<file path="config.mk">
export PLATFORM = sky130hd
export DESIGN_NAME = path_stim_gen
export DESIGN_NICKNAME = d
export VERILOG_FILES = /design/src/rtl/path_stim_pkg.sv /design/src/rtl/path_stim_lfsr.sv /design/src/rtl/path_stim_gen.sv
export SDC_FILE = /design/constraint.sdc
export NUM_CORES = 1
export LEC_CHECK = 0
export CAP_MARGIN = 20
export CORE_ASPECT_RATIO = 1.25
export CORE_MARGIN = 1.5
export CORE_UTILIZATION = 47
export CTS_CLUSTER_DIAMETER = 100
export DETAILED_ROUTE_END_ITERATION = 8
export PLACE_DENSITY = 0.69
export SLEW_MARGIN = 10
export SYNTH_ARGS = -nofsm -noshare
export SYNTH_HDL_FRONTEND = slang
export SYNTH_SLANG_ARGS = --single-unit
</file>
<file path="constraint.sdc">
create_clock -name clk -period 3.7 [get_ports clk]
set_input_delay 0.74 -clock clk [delete_from_list [all_inputs] [get_ports clk]]
set_output_delay 0.74 -clock clk [all_outputs]
set_load 0.02 [all_outputs]
</file>
<file path="src/rtl/path_stim_pkg.sv">
// Shared types and constants for the path-test launch stimulus generator.
package path_stim_pkg;

    typedef enum logic [1:0] {
        ST_IDLE  = 2'd0,
        ST_RUN   = 2'd1,
        ST_DRAIN = 2'd2,
        ST_DONE  = 2'd3
    } state_t;

    typedef enum logic [1:0] {
        MODE_TOGGLE = 2'd0,
        MODE_LFSR   = 2'd1,
        MODE_PULSE  = 2'd2,
        MODE_RSVD   = 2'd3
    } mode_t;

    // Feedback taps for x^16+x^14+x^13+x^11+1 in right-shifting Fibonacci form
    localparam logic [15:0] LFSR_TAPS = 16'h002D;
    localparam logic [15:0] CRC_POLY  = 16'h1021;
    localparam logic [15:0] CRC_INIT  = 16'hFFFF;

endpackage

</file>
<file path="src/rtl/path_stim_lfsr.sv">
// 16-bit Fibonacci LFSR; exposes the bit that becomes lfsr[0] after one step.
module path_stim_lfsr
    import path_stim_pkg::*;
#(
    parameter logic [15:0] SEED = 16'hACE1
) (
    input  logic clk,
    input  logic rst_n,
    input  logic load,
    input  logic step,
    output logic nxt_bit
);

    logic [15:0] lfsr;
    logic [15:0] lfsr_nxt;

    assign lfsr_nxt = {^(lfsr & LFSR_TAPS), lfsr[15:1]};
    assign nxt_bit  = lfsr_nxt[0];

    always_ff @(posedge clk or negedge rst_n) begin
        if (!rst_n) begin
            lfsr <= SEED;
        end else if (load) begin
            lfsr <= SEED;
        end else if (step) begin
            lfsr <= lfsr_nxt;
        end
    end

endmodule

</file>
<file path="src/rtl/path_stim_gen.sv">
// Launch-side serial stimulus generator: one programmable burst per start,
// then drain, done pulse, and a CRC-16-CCITT signature of the emitted bits.
module path_stim_gen
    import path_stim_pkg::*;
#(
    parameter int          CNT_W     = 16,
    parameter int          DRAIN_CYC = 2,
    parameter logic [15:0] SEED      = 16'hACE1
) (
    input  logic             clk,
    input  logic             rst_n,
    input  logic             start,
    input  logic             stop,
    input  logic [1:0]       mode,
    input  logic [CNT_W-1:0] burst_len,
    output logic             out,
    output logic             valid,
    output logic             busy,
    output logic             done,
    output logic [CNT_W-1:0] bit_cnt,
    output logic [15:0]      sig
);

    state_t           state, state_nxt;
    mode_t            mode_q;
    logic [CNT_W-1:0] len_q;
    logic [3:0]       drain_cnt;
    logic             lfsr_load, lfsr_step, lfsr_bit;
    logic             out_nxt;
    logic             last_bit;

    function automatic logic [15:0] crc_step(input logic [15:0] s, input logic b);
        return {s[14:0], 1'b0} ^ ((s[15] ^ b) ? CRC_POLY : 16'h0000);
    endfunction

    function automatic logic pat_bit(input mode_t m, input logic [CNT_W-1:0] k,
                                     input logic lb);
        case (m)
            MODE_LFSR:  return lb;
            MODE_PULSE: return (k == '0);
            default:    return ~k[0];
        endcase
    endfunction

    path_stim_lfsr #(.SEED(SEED)) u_lfsr (
        .clk     (clk),
        .rst_n   (rst_n),
        .load    (lfsr_load),
        .step    (lfsr_step),
        .nxt_bit (lfsr_bit)
    );

    assign last_bit = (bit_cnt == len_q - 1'b1);

    // Outputs are registered, so the next bit is computed from next-cycle values.
    always_comb begin
        state_nxt = state;
        lfsr_load = 1'b0;
        lfsr_step = 1'b0;
        out_nxt   = 1'b0;
        case (state)
            ST_IDLE: begin
                if (start) begin
                    lfsr_load = 1'b1;
                    if (burst_len != '0) begin
                        state_nxt = ST_RUN;
                        out_nxt   = pat_bit(mode_t'(mode), '0, SEED[0]);
                    end else begin
                        state_nxt = ST_DRAIN;
                    end
                end
            end
            ST_RUN: begin
                if (last_bit || stop) begin
                    state_nxt = ST_DRAIN;
                end else begin
                    lfsr_step = (mode_q == MODE_LFSR);
                    out_nxt   = pat_bit(mode_q, bit_cnt + 1'b1, lfsr_bit);
                end
            end
            ST_DRAIN: begin
                if (drain_cnt == 4'(DRAIN_CYC - 1)) begin
                    state_nxt = ST_DONE;
                end
            end
            default: state_nxt = ST_IDLE;
        endcase
    end

    always_ff @(posedge clk or negedge rst_n) begin
        if (!rst_n) begin
            state     <= ST_IDLE;
            out       <= 1'b0;
            valid     <= 1'b0;
            busy      <= 1'b0;
            done      <= 1'b0;
            bit_cnt   <= '0;
            sig       <= CRC_INIT;
            mode_q    <= MODE_TOGGLE;
            len_q     <= '0;
            drain_cnt <= '0;
        end else begin
            state     <= state_nxt;
            out       <= out_nxt;
            valid     <= (state_nxt == ST_RUN);
            busy      <= (state_nxt != ST_IDLE);
            done      <= (state_nxt == ST_DONE);
            drain_cnt <= (state == ST_DRAIN) ? drain_cnt + 4'd1 : 4'd0;
            if (state == ST_IDLE && start) begin
                mode_q  <= mode_t'(mode);
                len_q   <= burst_len;
                bit_cnt <= '0;
                sig     <= CRC_INIT;
            end
            if (state == ST_RUN) begin
                bit_cnt <= bit_cnt + 1'b1;
                sig     <= crc_step(sig, out);
            end
        end
    end

endmodule

</file>
==> results of run 1 <==
==> worst min-delay path by stage <==
stage	start	end	slack, ns	cells past startpoint
after detailed placement	u_lfsr.lfsr[9]	u_lfsr.lfsr[8]	0.47	1
after global placement	u_lfsr.lfsr[9]	u_lfsr.lfsr[8]	0.46	1
final	rst_n	bit_cnt[7]	0.41	1
after floorplan	rst_n	bit_cnt[0]	0.44	0
after CTS	rst_n	bit_cnt[10]	0.42	1
after global routing	rst_n	bit_cnt[7]	0.46	1
==> power by group through the flow <==
stage / clock [mW] / combinational (mW) / sequential, mW
floorplan: 0 / 0.983 / 1.39
detailed placement: 0 / 1.38 / 1.45
finish: 0.635 / 1.38 / 1.43
CTS: 0.657 / 1.39 / 1.43
global route: 0.693 / 1.53 / 1.48
global placement: 0 / 1.36 / 1.43
==> critical path, cell delays in order, from the launching register on <==
cell and delay (ns):
dfrtp_1 0.48, inv_1 0.11, ha_1 0.24, or3b_2 0.49
or4_1 0.51, a22oi_1 0.19, o2111ai_1 0.16, o41a_1 0.42
nand3_4 0.26, mux2_1 0.36
==> sequential cells by signal (all words and copies together), names as in the netlist <==
signal,count
u_lfsr.lfsr,16
bit_cnt,16
done,1
drain_cnt,4
state,2
len_q,16
sig,16
valid,1
busy,1
mode_q,2
out,1
==> cells by family after synthesis <==
family | count (synthesis) | synth area share, %
simple gates | 143 | 18.6
compound gates | 97 | 15.4
flops | 76 | 46.4
buf+inv | 41 | 4.18
xor+xnor | 29 | 6.43
mux | 26 | 6.82
fa+ha+maj | 7 | 2.10
==> metrics by stage <==
stage | instance area [um^2] | std cells
finish | 5010 | 590
global route | 5010 | 590
CTS | 5010 | 590
detailed placement | 4820 | 574
global placement | 4820 | 574
floorplan | 4160 | 419
==> metal layers <==
layer  routed length, um  track usage (%)  part of all wire, %
met2                5040             38.5                   52
met3                 326             4.20                  3.4
met4                 246             10.3                  2.5
met1                4100             27.5                   42
met5                   0                0                    0
==> final cells by class <==
class                      count  share of cell area (%)
multi-input combinational    302                    41.1
sequential                    76                    38.5
timing repair buffer          67                    12.8
tap                          120                    3.00
clock buffer                  12                    2.90
clock inverter                 4                   0.974
inverter                       9                   0.674
==> cell usage in the layout, fill, tap and decap left out, types with 9 or more instances in the layout <==
cell type and n:
inv_1 9, buf_4 10, a31oi_1 9, a21oi_1 14
xnor2_1 24, nor2_1 28, nand4_1 12, mux2_2 14
dfrtp_1 52, clkbuf_8 10, o21ai_0 35, nor4_1 14
nand2_1 33, o22a_1 14, clkdlybuf4s50_1 56, dfstp_2 24
==> run summary, run 1 <==
PortBufs: 57
Sequential share of power: 41.5%
Initial antenna violation count: 0
Total Wirelength: 9710 um
All-Layer GR Usage: 22.6%
Post-CTS sizing: 0
DR vias/cell: 5.70
First-pass GRT wire length: 16400 um
Clk_skew: 0.00897 ns
Worst-Margin Slew: 0.816 ns
Clock-pin slew on the worst setup and hold paths: 0.08 ns
Seq/Total Area, Yosys: 46.4%
# hold bufs at CTS: 0
Setup crit start: len_q[0]
Critical path arrival: 3.59 ns
Full die area: 9430 um^2
Post-route DRC violation count: 0
CTS buffer count: 9
# fillers: 781
Sw frac: 38.7%
Crit path time final: 3.35 ns
Most common cell in the netlist: dfrtp_1
Max Clock Freq: 299 MHz
Setup slack, reg-to-reg: 0.35 ns
Top FF cell, synth: dfrtp_1
FP Rows: 38
Final worst-path setup slack: 0.352 ns
Setup TNS Final: 0 ns
Syn_nets: 448
Slew Limit Headroom: 45.1%
Pwr dens: 688 nW/um^2
Yosys cell types: 56
Yosys warns: 0
Commonest cells post-synth: dfrtp_1 (52), o21ai_0 (35), nand2_1 (33)
Grt total ovfl: 0
Yosys top cell by area: dfrtp_1
Fin util: 57.9%
Initial Util: 48.1%
Int Power: 2.12 mW
Area taken by multi-input logic gates: 2060 um^2
Die Y: 108 um
WHS: 0.409 ns
Critical Path Start Type: flop
Post-synth top area share: 31.3%
Tot Pwr: 3.45 mW
R2R Path End: u_lfsr.lfsr[14]
EDFF count, synth: 0
Share of layout cells above drive strength 1: 15.3%
CTS HTree Levels: 3
Vias in the first global route: 3330
Clock power frac: 18.4%
Cell Area, Synth: 4160 um^2
Nets: 494
CTS sink cnt: 76
Antenna viol nets, final: 0
Final Cycle Share: 90.5%
Setup Fix Bufs, Post-CTS: 0
Worst Reg-to-Reg Cells: 9
CP max FO: 16
Wirelength per Cell: 16.5 um
Initial drt markers: 151
Fin. Hold Viols: 0
CTS tree: done
Sw Pwr: 1.33 mW
Fraction of registers with async set/reset: 100%
Area growth syn-to-layout: 20.4%
#FFs+latches synth: 76
I/O pins: 58
Largest net degree at the start of global routing: 41
Max IR drop VDD: 0.000324 V
GPL Wtd Cong: 0.939
Register Area: 1930 um^2
Fin. max-slew vios: 0
Place WS: 0.360 ns
Status: complete, no violations
CP required: 3.94 ns
Ranking of synthesized cells by area: dfrtp_1 (31%), dfstp_2 (15%), xnor2_1 (5.0%)
RR Startpoint: len_q[0]
CORE AREA: 8650 um^2
Crit path kind: reg2reg
Number of vias in the routed layout: 3364
Hold/Removal Path Class: in2async
Die X: 87.2 um
Leak pwr: 1.96 nW
Final setup fails: 0
Synth Area per Inst: 9.93 um^2
Logic pwr share: 40.1%
Crit path to: u_lfsr.lfsr[14]
Clock Path Buffers: 2
Worst Setup End Kind: flop
N_diodes: 0
Detailed Place HPWL: 7020 um
RSZ-0062 raised after global routing: no
DRT Pass-1 Iters: 4
Worst skew pair latency: 0.36 ns
Max-cap check violation count: 0
Root Driver: clkbuf_8
Cells after Synth: 419
Note: power is estimated with default switching activity, not from simulation.
==> run 2: changes to the inputs <==
Settings changed: ABC_CLOCK_PERIOD_IN_PS set to 3700.
==> results of run 2 <==
Same layout as run 1: the final DEF is identical, and so are final timing and power.
==> run 3: changes to the inputs <==
--- a/config.mk
+++ b/config.mk
@@ -15,2 +15,3 @@
 export PLACE_DENSITY = 0.69
+export REMOVE_ABC_BUFFERS = 1
 export SLEW_MARGIN = 10
--- a/constraint.sdc
+++ b/constraint.sdc
@@ -3,2 +3,2 @@
 set_output_delay 0.74 -clock clk [all_outputs]
-set_load 0.02 [all_outputs]
+set_load 0.01 [all_outputs]
==> run summary, run 3 (same netlist as run 1, synthesis figures left out) <==
Area growth syn-to-layout: 21.3%
CTS HTree Levels: 3
GPL Wtd Cong: 0.931
# hold bufs at CTS: 0
Full die area: 9430 um^2
WP buf/inv: 1
Sw frac: 37.2%
Clock-pin slew on the worst setup and hold paths: 0.09 ns
Worst-Margin Slew: 0.852 ns
N_diodes: 0
Detailed Place HPWL: 6910 um
Critical path arrival: 3.61 ns
Wirelength per Cell: 16.2 um
Sw Pwr: 1.29 mW
Clk_skew: 0.0125 ns
Initial drt markers: 141
All-Layer GR Usage: 21.3%
I/O pins: 58
Hold/Removal Path Class: in2async
Root Driver: clkbuf_8
DRT Pass-1 Iters: 5
Crit path kind: reg2reg
Fin. max-slew vios: 0
CORE AREA: 8650 um^2
Post-CTS sizing: 0
First-pass GRT wire length: 15600 um
Worst Setup End Kind: flop
Crit path largest cell delay: 0.51 ns
Crit path time final: 3.39 ns
Slowest CP cell: or4_1
Clock power frac: 21.0%
Initial Util: 48.1%
Largest net degree at the start of global routing: 41
Die X: 87.2 um
WHS: 0.464 ns
Fin cells: 589
Number of vias in the routed layout: 3417
Antenna viol nets, final: 0
Commonest non-fill, non-tap cell in the layout: clkdlybuf4s50_1
Critical Path Start Type: flop
Setup crit start: len_q[0]
Vias in the first global route: 3190
Dpl cells: 573
Total Wirelength: 9550 um
Grt total ovfl: 0
CTS sink cnt: 76
Status: complete, no violations
Share of layout cells above drive strength 1: 15.6%
CTS buffer count: 9
Post-route DRC violation count: 0
Max IR drop VDD: 0.000315 V
CP top delay family: simple AND/OR/NAND/NOR gates
CP required: 3.93 ns
RSZ-0062 raised after global routing: no
Fin util: 58.3%
Clock Path Buffers: 2
Setup slack, reg-to-reg: 0.31 ns
Worst skew pair latency: 0.35 ns
Leak pwr: 1.98 nW
Logic pwr share: 38.1%
Sequential share of power: 40.9%
Setup Fix Bufs, Post-CTS: 0
CP max FO: 16
Slew Limit Headroom: 42.6%
CTS tree: done
Die Y: 108 um
PortBufs: 57
DR vias/cell: 5.80
Initial antenna violation count: 0
Fin. Hold Viols: 0
Pwr dens: 689 nW/um^2
Most frequent cells in the layout: clkdlybuf4s50_1 (56), dfrtp_1 (52), o21ai_0 (35)
Final setup fails: 0
Max Clock Freq: 295 MHz
Int Power: 2.18 mW
CP cell instances: inv_1, ha_1, or3b_2, or4_1, a22oi_1, o2111ai_1, o41a_1, nand3_4, mux2_1
Final Cycle Share: 91.5%
RR Startpoint: len_q[0]
FP Rows: 38
Nets: 493
Max-cap check violation count: 0
## run 3: changes by cell type in the layout (fill, tap and decap cells not counted), sizes merged
cell / before / now
inv: 9 / 11
buf: 11 / 10
clkinv: 3 / 2
clkbuf: 12 / 11
## run 3: power by group through the flow
stage | Combinational [mW] | Sequential (mW) | Clock [mW]
after detailed placement | 1.32 | 1.44 | 0
final | 1.33 | 1.42 | 0.731
after CTS | 1.33 | 1.42 | 0.746
after global routing | 1.46 | 1.47 | 0.779
after floorplan | 0.864 | 1.39 | 0
after global placement | 1.29 | 1.43 | 0
## run 3: area by class of cell
class	count	area [um^2]
Tap cell	120	150
Fill cell	780	3610
Multi-Input combinational cell	302	2060
Timing Repair Buffer	66	633
Inverter	9	33.8
Sequential cell	76	1930
Clock buffer	11	174
Clock inverter	5	62.6
## run 3: path summary, 6_finish.rpt
check,end,depth (start not counted)
max,u_lfsr.lfsr[9],9
max reg2reg,u_lfsr.lfsr[9],9
min,bit_cnt[9],1
min in group clk,done,1
min reg2reg,done,1
max in group asynchronous,sig[4],2
## run 3: stage by stage
step | setup slack [ns] | instance area (um^2) | setup TNS, ns | power (mW)
2_1_floorplan | -1.05 | 4020 | -27.85 | 2.26
3_3_place_gp | 0.441 | 4810 | 0 | 2.72
3_5_place_dp | 0.346 | 4810 | 0 | 2.76
4_1_cts | 0.318 | 5050 | 0 | 3.50
5_1_grt | 0.100 | 5050 | 0 | 3.70
6_report | 0.315 | 5050 | 0 | 3.48
## run 3: per-layer routing
layer | GRT usage (%) | vias to the layer above | part of all wire (%)
met2 | 36.5 | 76 | 52
li1 | - | 1618 | -
met1 | 26.4 | 1709 | 42
met5 | 0 | - | 0
met4 | 9.41 | 0 | 2.5
met3 | 3.13 | 14 | 3.5
